### src/rtl/spi_cs_sequencer_pkg.sv
// Shared types and helpers for the chip-select sequencer and its SPI master.
package spi_cs_sequencer_pkg;

  // Frame sequencing states.
  typedef enum logic [2:0] {
    ST_IDLE,
    ST_SETUP,
    ST_ISSUE,
    ST_WAIT_RX,
    ST_WAIT_RDY,
    ST_NEXT,
    ST_HOLD,
    ST_GAP
  } state_e;

  // SPI link settings shared with spi_master.
  localparam int SPI_MODE          = 3;
  localparam int CLKS_PER_HALF_BIT = 4;

  // Width of a byte counter able to hold 0..max_bytes.
  function automatic int count_width(input int max_bytes);
    return $clog2(max_bytes + 1);
  endfunction

  // Width of a down-counter that must hold (largest delay - 1).
  function automatic int timer_width(input int a, input int b, input int c);
    int m;
    m = a;
    if (b > m) m = b;
    if (c > m) m = c;
    return (m <= 2) ? 1 : $clog2(m);
  endfunction

endpackage

### src/rtl/spi_cs_sequencer_timer.sv
// Loadable down-counter with a done flag; one instance times the setup,
// hold and gap phases of a chip-select frame.
module spi_cs_timer #(
  parameter int W = 2
) (
  input  logic         clk,
  input  logic         rst_n,
  input  logic         load,
  input  logic [W-1:0] load_val,
  output logic         done
);

  logic [W-1:0] cnt_q;
  logic [W-1:0] cnt_d;

  // Next count: load wins, otherwise count down and park at zero.
  always_comb begin
    // NOTE: give every combinational output a default first so no path leaves it unassigned (no latch).
    cnt_d = cnt_q;
    if (load) begin
      cnt_d = load_val;
    end else if (cnt_q != '0) begin
      cnt_d = cnt_q - 1'b1;
    end
  end

  // Counter register with synchronous reset.
  always_ff @(posedge clk) begin
    // NOTE: registers are updated with <= so every flop samples pre-edge values.
    if (!rst_n) begin
      cnt_q <= '0;
    end else begin
      cnt_q <= cnt_d;
    end
  end

  // Done once the loaded delay has fully elapsed.
  assign done = (cnt_q == '0);

endmodule

### src/rtl/spi_cs_sequencer.sv
// Groups upstream bytes into chip-select framed transactions for spi_master
// and returns each received byte tagged with its index in the frame.
module spi_cs_sequencer
  import spi_cs_sequencer_pkg::*;
#(
  parameter int MAX_BYTES_PER_CS = 2,
  parameter int CS_SETUP_CLKS    = 2,
  parameter int CS_HOLD_CLKS     = 2,
  parameter int CS_GAP_CLKS      = 2,
  localparam int CW = count_width(MAX_BYTES_PER_CS)
) (
  input  logic          i_Clk,
  input  logic          i_RST_L,
  input  logic [CW-1:0] i_TX_Count,
  input  logic [7:0]    i_TX_Byte,
  input  logic          i_TX_DV,
  output logic          o_TX_Ready,
  output logic          o_RX_DV,
  output logic [7:0]    o_RX_Byte,
  output logic [CW-1:0] o_RX_Count,
  output logic [7:0]    o_M_TX_Byte,
  output logic          o_M_TX_DV,
  input  logic          i_M_TX_Ready,
  input  logic          i_M_RX_DV,
  input  logic [7:0]    i_M_RX_Byte,
  output logic          o_SPI_CS_n
);

  localparam int TW = timer_width(CS_SETUP_CLKS, CS_HOLD_CLKS, CS_GAP_CLKS);

  // A phase of N cycles loads N-1: the exit decision is taken on the edge
  // after the counter reaches zero, so the registered effect lands N cycles
  // after the edge that started the phase.
  localparam logic [TW-1:0] SETUP_LOAD = TW'(CS_SETUP_CLKS - 1);
  localparam logic [TW-1:0] HOLD_LOAD  = TW'(CS_HOLD_CLKS - 1);
  localparam logic [TW-1:0] GAP_LOAD   = TW'(CS_GAP_CLKS - 1);
  localparam logic [CW-1:0] MAX_COUNT  = CW'(MAX_BYTES_PER_CS);
  localparam logic [CW-1:0] ONE        = CW'(1);

  state_e        state_q, state_d;
  logic          cs_n_q, cs_n_d;
  logic          m_tx_dv_q, m_tx_dv_d;
  logic [7:0]    m_tx_byte_q, m_tx_byte_d;
  logic          rx_dv_q, rx_dv_d;
  logic [7:0]    rx_byte_q, rx_byte_d;
  logic [CW-1:0] rx_count_q, rx_count_d;
  logic [CW-1:0] remaining_q, remaining_d;
  logic [CW-1:0] idx_q, idx_d;
  logic          armed_q;

  logic          tmr_load;
  logic [TW-1:0] tmr_val;
  logic          tmr_done;
  logic          tx_accept;

  spi_cs_timer #(
    .W (TW)
  ) u_timer (
    .clk      (i_Clk),
    .rst_n    (i_RST_L),
    .load     (tmr_load),
    .load_val (tmr_val),
    .done     (tmr_done)
  );

  // Ready in IDLE (once out of reset for a cycle) and while a frame waits for its next byte.
  assign o_TX_Ready = ((state_q == ST_IDLE) && armed_q) || (state_q == ST_NEXT);
  assign tx_accept  = i_TX_DV && o_TX_Ready;

  // Frame sequencing: next state, output registers and timer control.
  always_comb begin
    state_d     = state_q;
    cs_n_d      = cs_n_q;
    m_tx_dv_d   = 1'b0;
    m_tx_byte_d = m_tx_byte_q;
    rx_dv_d     = 1'b0;
    rx_byte_d   = rx_byte_q;
    rx_count_d  = rx_count_q;
    remaining_d = remaining_q;
    idx_d       = idx_q;
    tmr_load    = 1'b0;
    tmr_val     = '0;

    unique case (state_q)
      ST_IDLE: begin
        // A zero-length request is dropped without touching chip select.
        if (tx_accept && (i_TX_Count != '0)) begin
          m_tx_byte_d = i_TX_Byte;
          remaining_d = (i_TX_Count > MAX_COUNT) ? MAX_COUNT : i_TX_Count;
          idx_d       = '0;
          cs_n_d      = 1'b0;
          tmr_load    = 1'b1;
          tmr_val     = SETUP_LOAD;
          state_d     = ST_SETUP;
        end
      end
      ST_SETUP: begin
        // Issue straight out of setup when the master is ready, so the first
        // byte leaves exactly CS_SETUP_CLKS after chip select falls.
        if (tmr_done) begin
          if (i_M_TX_Ready) begin
            m_tx_dv_d = 1'b1;
            state_d   = ST_WAIT_RX;
          end else begin
            state_d   = ST_ISSUE;
          end
        end
      end
      ST_ISSUE: begin
        if (i_M_TX_Ready) begin
          m_tx_dv_d = 1'b1;
          state_d   = ST_WAIT_RX;
        end
      end
      ST_WAIT_RX: begin
        if (i_M_RX_DV) begin
          rx_dv_d     = 1'b1;
          rx_byte_d   = i_M_RX_Byte;
          rx_count_d  = idx_q;
          remaining_d = remaining_q - ONE;
          if (remaining_q == ONE) begin
            tmr_load = 1'b1;
            tmr_val  = HOLD_LOAD;
            state_d  = ST_HOLD;
          end else begin
            // Only advance while bytes remain so the index stays below MAX_BYTES_PER_CS.
            idx_d   = idx_q + ONE;
            state_d = ST_WAIT_RDY;
          end
        end
      end
      ST_WAIT_RDY: begin
        if (i_M_TX_Ready) begin
          state_d = ST_NEXT;
        end
      end
      ST_NEXT: begin
        if (tx_accept) begin
          m_tx_byte_d = i_TX_Byte;
          state_d     = ST_ISSUE;
        end
      end
      ST_HOLD: begin
        if (tmr_done) begin
          cs_n_d   = 1'b1;
          tmr_load = 1'b1;
          tmr_val  = GAP_LOAD;
          state_d  = ST_GAP;
        end
      end
      ST_GAP: begin
        if (tmr_done) begin
          state_d = ST_IDLE;
        end
      end
      default: begin
        state_d = ST_IDLE;
        cs_n_d  = 1'b1;
      end
    endcase
  end

  // State and output registers; a reset mid-frame abandons the frame outright.
  always_ff @(posedge i_Clk) begin
    if (!i_RST_L) begin
      state_q     <= ST_IDLE;
      cs_n_q      <= 1'b1;
      m_tx_dv_q   <= 1'b0;
      m_tx_byte_q <= '0;
      rx_dv_q     <= 1'b0;
      rx_byte_q   <= '0;
      rx_count_q  <= '0;
      remaining_q <= '0;
      idx_q       <= '0;
      armed_q     <= 1'b0;
    end else begin
      state_q     <= state_d;
      cs_n_q      <= cs_n_d;
      m_tx_dv_q   <= m_tx_dv_d;
      m_tx_byte_q <= m_tx_byte_d;
      rx_dv_q     <= rx_dv_d;
      rx_byte_q   <= rx_byte_d;
      rx_count_q  <= rx_count_d;
      remaining_q <= remaining_d;
      idx_q       <= idx_d;
      armed_q     <= 1'b1;
    end
  end

  assign o_SPI_CS_n  = cs_n_q;
  assign o_M_TX_DV   = m_tx_dv_q;
  assign o_M_TX_Byte = m_tx_byte_q;
  assign o_RX_DV     = rx_dv_q;
  assign o_RX_Byte   = rx_byte_q;
  assign o_RX_Count  = rx_count_q;

endmodule
### config.mk
export PLATFORM = sky130hd
export DESIGN_NAME = spi_cs_sequencer
export DESIGN_NICKNAME = d
export VERILOG_FILES = /design/src/rtl/spi_cs_sequencer_pkg.sv /design/src/rtl/spi_cs_sequencer_timer.sv /design/src/rtl/spi_cs_sequencer.sv
export SDC_FILE = /design/constraint.sdc
export NUM_CORES = 1
export LEC_CHECK = 0
export ABC_AREA = 1
export ABC_CLOCK_PERIOD_IN_PS = 1450
export CAP_MARGIN = 10
export CORE_UTILIZATION = 25
export DETAILED_ROUTE_END_ITERATION = 16
export DONT_BUFFER_PORTS = 1
export PLACE_DENSITY = 0.44
export SYNTH_ARGS = -nofsm -noshare
export SYNTH_HDL_FRONTEND = slang
export SYNTH_SLANG_ARGS = --single-unit
### constraint.sdc
create_clock -name i_Clk -period 1.45 [get_ports i_Clk]
set_input_delay 0.3625 -clock i_Clk [delete_from_list [all_inputs] [get_ports i_Clk]]
set_output_delay 0.3625 -clock i_Clk [all_outputs]
set_load 0.02 [all_outputs]
==> results.md <==
- Dividing the detail-routed wire length by the instance count gives about 13 µm.
- The weighted congestion at the end of routability-driven global placement is 0.768.
- Max-cap violations in this run came to 0.
- The fraction of registers with async set/reset is 0%.
- The analysis attributes to cell leakage a power of ~0.8 nW.
- The cell count after synthesis came out at approximately 190.
- Summing over every cut layer, the via total after detailed routing is approximately 1,300.
- In this run the mean area of a mapped cell was just over 7 µm².
- In this run, flip-flops and latches consume approximately 36% of the power.
- The pre-CTS setup slack is -0.0435 ns.
- The number of antenna violations at the first check in global routing was 0.
- The die is roughly 77 µm wide.
- For this run, the share of the core covered by cells in the final layout is 34.6%.
- The dominant synthesized flop cell is dfxtp_1.
- The height of the die is 76.5 µm.
- The signal arrival time at the worst endpoint is between 1 and 1.5 ns.
- The min-delay analysis places its worst path in the category in2reg.
- In this run the count of I/O pins placed on the die edge is 45.
- The synthesized netlist occupies a cell area of about 1400 µm².
- Counting instances, the worst hold path has a depth of 0.
- The CTS H-tree depth is 2.
- The library cells used most frequently in the layout, excluding fill and tap cells, are nand2_1 (36), nor2_1 (30), dfxtp_1 (27).
- The aggregate routed wire length is around 3700 µm.
- The number of antenna diodes in the final layout is 0.
- The residual antenna-violating net count after detailed routing is 0.
- The unique cell type count in the Yosys netlist is 24.
- Power comes to 3.76 mW.
- The maximum buffer depth of the clock tree is 2.
- The power per standard cell area is around 2100 nW/µm².
- The worst reg2reg path depth is 10.
- The via count of the first global-routing pass came to between 1,000 and 1,500.
- The slack of the critical path is roughly 0.011 ns.
- The number of setup violations in the final report is 0.
- Counting the fill cells in the layout gives approximately 560.
- The total routing resource utilization after global routing is between 10 and 15%.
- TritonCTS built the clock tree.
- After floorplanning, the core was divided into 26 placement rows.
- For this run, the detailed router's first-pass iteration total came to 4.
- Entering global routing, the biggest net connects 19 pins.
- Of the total power, the share spent switching nets is roughly 40%.
- After the last flow step, the layout net total stands at 239.
- The maximum fanout encountered on the critical timing path is 6.
- Leaving out fill and tap cells, the most frequent cell in the layout is nand2_1.
- The routed via count divided by cell count is roughly 4.6.
- In this run, the clock network consumes about a quarter of the power.
- The number of clock sinks seen by CTS is 30.
- The share of total power dissipated in combinational logic is slightly above 40%.
- The flow ran to the end, and the final reports show no timing, DRC or antenna violations.
- The clock period minus final worst setup slack is 1.44 ns.
- The number of buffers inserted by hold repair at cts is 0.
- Internal power comes to 2.24 mW.
- For this run, design rule violations remaining after detail routing come to 0.
- Setup repair after global routing could not meet its margin everywhere.
- For the pin with the worst max-slew slack, the measured transition is approximately 0.46 ns.
- The share of synthesized area occupied by flip-flops and latches is 43.2%.
- In this run the tightest slew margin relative to its limit is between 60% and 70%.
- The final hold violation count was 0.
- Buffers inserted during clock tree synthesis total 5.
- For the worst-skew pair, the clock arrives at the later sink with an insertion delay of between 0.2 and 0.3 ns.
- The analysis attributes to net switching a power of 1.52 mW.
- The initial cell density of the core is between 20% and 30%.
- The total overflow left after global routing is 0.
- The worst setup path is launched from a flip-flop.
- In the final layout, the share of cells above drive strength 1 is between 20% and 30%.
- The region available for standard cell placement spans approximately 5200 µm².
- After the first detailed-routing iteration, the DRC count stood at between 40 and 50.
- The root cell of the clock tree is clkbuf_8.
- The number of flops mapped to enable cells by yosys is 0.
- The flop and latch count out of synthesis is 30.
- For this run, the top clock speed supported by timing is between 0.6 and 0.7 GHz.
- Dividing the final minimum period by the clock period gives approximately 99%.
- The final count of pins violating max slew came to 0.
- The die area is around 6000 µm².
- By startpoint and endpoint, the worst setup path is classified as reg2out.
- The clock input transition at the sequential cells of the worst setup and hold paths is 0.07 ns.
- The maximum VDD drop is 0.701 mV.
- The count of port buffers added during placement is 0.
- The worst clock skew is 0.00671 ns.
- Once detailed placement completed, the half-perimeter wirelength came to ~2500 µm.
- STA classifies the critical path endpoint as a primary output.
- The hold slack is between 0.09 and 0.1 ns.
- The required arrival time at the worst endpoint is roughly 1.1 ns.
- The growth of design area from synthesis to finish is 30.6%.
- The Yosys step of the flow raised 0 warnings.
- The first global-routing pass estimated between 6000 and 7000 µm of wire.
- The post-synth net total is 215.
[per-stage QoR]
stage                     std cells   TNS, ns  instance area [µm²]
after global routing            285   -0.0545                 1810
after detailed placement        272    -0.166                 1580
after floorplan                 191         0                 1390
after global placement          272    -0.530                 1580
after CTS                       283  -0.00253                 1750
final                           285         0                 1810
[power by group through the flow]
stage / Sequential (mW) / Clock, mW / Combinational [mW]
after floorplan: 1.27 / 0 / 0.985
after global placement: 1.35 / 0 / 1.33
after detailed placement: 1.35 / 0 / 1.31
after CTS: 1.35 / 0.902 / 1.42
after global routing: 1.39 / 0.927 / 1.72
final: 1.36 / 0.880 / 1.51
[layout make-up]
type / instances / area, µm² / share of cell area (%)
multi-input cells: 137 / 729 / 40.2
flip-flops and latches: 30 / 612 / 33.7
repair buffers: 25 / 208 / 11.4
well taps: 70 / 87.6 / 4.83
clock buffers: 6 / 82.6 / 4.55
inverters: 16 / 65.1 / 3.59
clock inverters: 1 / 30.0 / 1.66
[critical path: stages, from the launching register on]
cell and delay, ns:
dfxtp_4 0.38, nor2_4 0.13, nand3_2 0.08, nand2_4 0.08
buf_6 0.11
[registers in the layout, summed over array words and instances (netlist names)]
signal         cells
o_RX_DV            1
o_M_TX_DV          1
o_SPI_CS_n         1
state_q            3
o_M_TX_Byte        8
o_RX_Byte          8
u_timer.cnt_q      1
o_RX_Count         2
idx_q              2
armed_q            1
remaining_q        2
[path summary, 6_finish.rpt]
kind | from | to | slack, ns
max reg2reg | state_q[2] | state_q[0] | 0.08
max | state_q[2] | o_TX_Ready | 0.01
min | i_RST_L | armed_q | 0.1
min reg2reg | remaining_q[0] | remaining_q[0] | 0.49
[cell families (layout without fill, tap and decap cells)]
family	count (synthesis)	after routing	synth area share (%)
AND/OR/NAND/NOR	103	103	34.9
AO/OA/AOI/OAI	32	32	12.0
flip-flops	30	30	43.2
buffers and inverters	24	48	8.38
adder cells (fa/ha/maj)	1	1	0.901
XOR/XNOR	1	1	0.631
[synthesized netlist by cell type (2+ instances only)]
cell type	n	area, µm²
a21oi_1	16	80.1
buf_2	3	15.0
buf_4	2	15.0
buf_6	2	22.5
dfxtp_1	30	601
inv_1	13	48.8
inv_2	3	11.3
nand2_1	37	139
nand2_2	3	18.8
nand3_1	8	40.0
nand3_2	2	20.0
nand4_1	12	75.1
nor2_1	32	120
nor2_2	6	37.5
nor2_4	2	22.5
o21ai_0	7	35.0
o21ai_1	6	30.0
[routing by layer]
layer	track usage (%)	vias to the layer above	part of all wire, %
met5	0	-	0
met4	5.19	0	1.4
met3	7.07	6	7.7
met2	20.6	42	47
met1	15.8	581	44
li1	-	670	-
[timing repair]
item,4_1_cts,5_1_grt
endpoints found under the hold margin,0,0
setup endpoints to repair,16,14
buffers inserted,4,2
resized for setup,12,12
pin swaps,2,4
cloned,0,0
No activity file was read; power rests on OpenSTA's default activity.
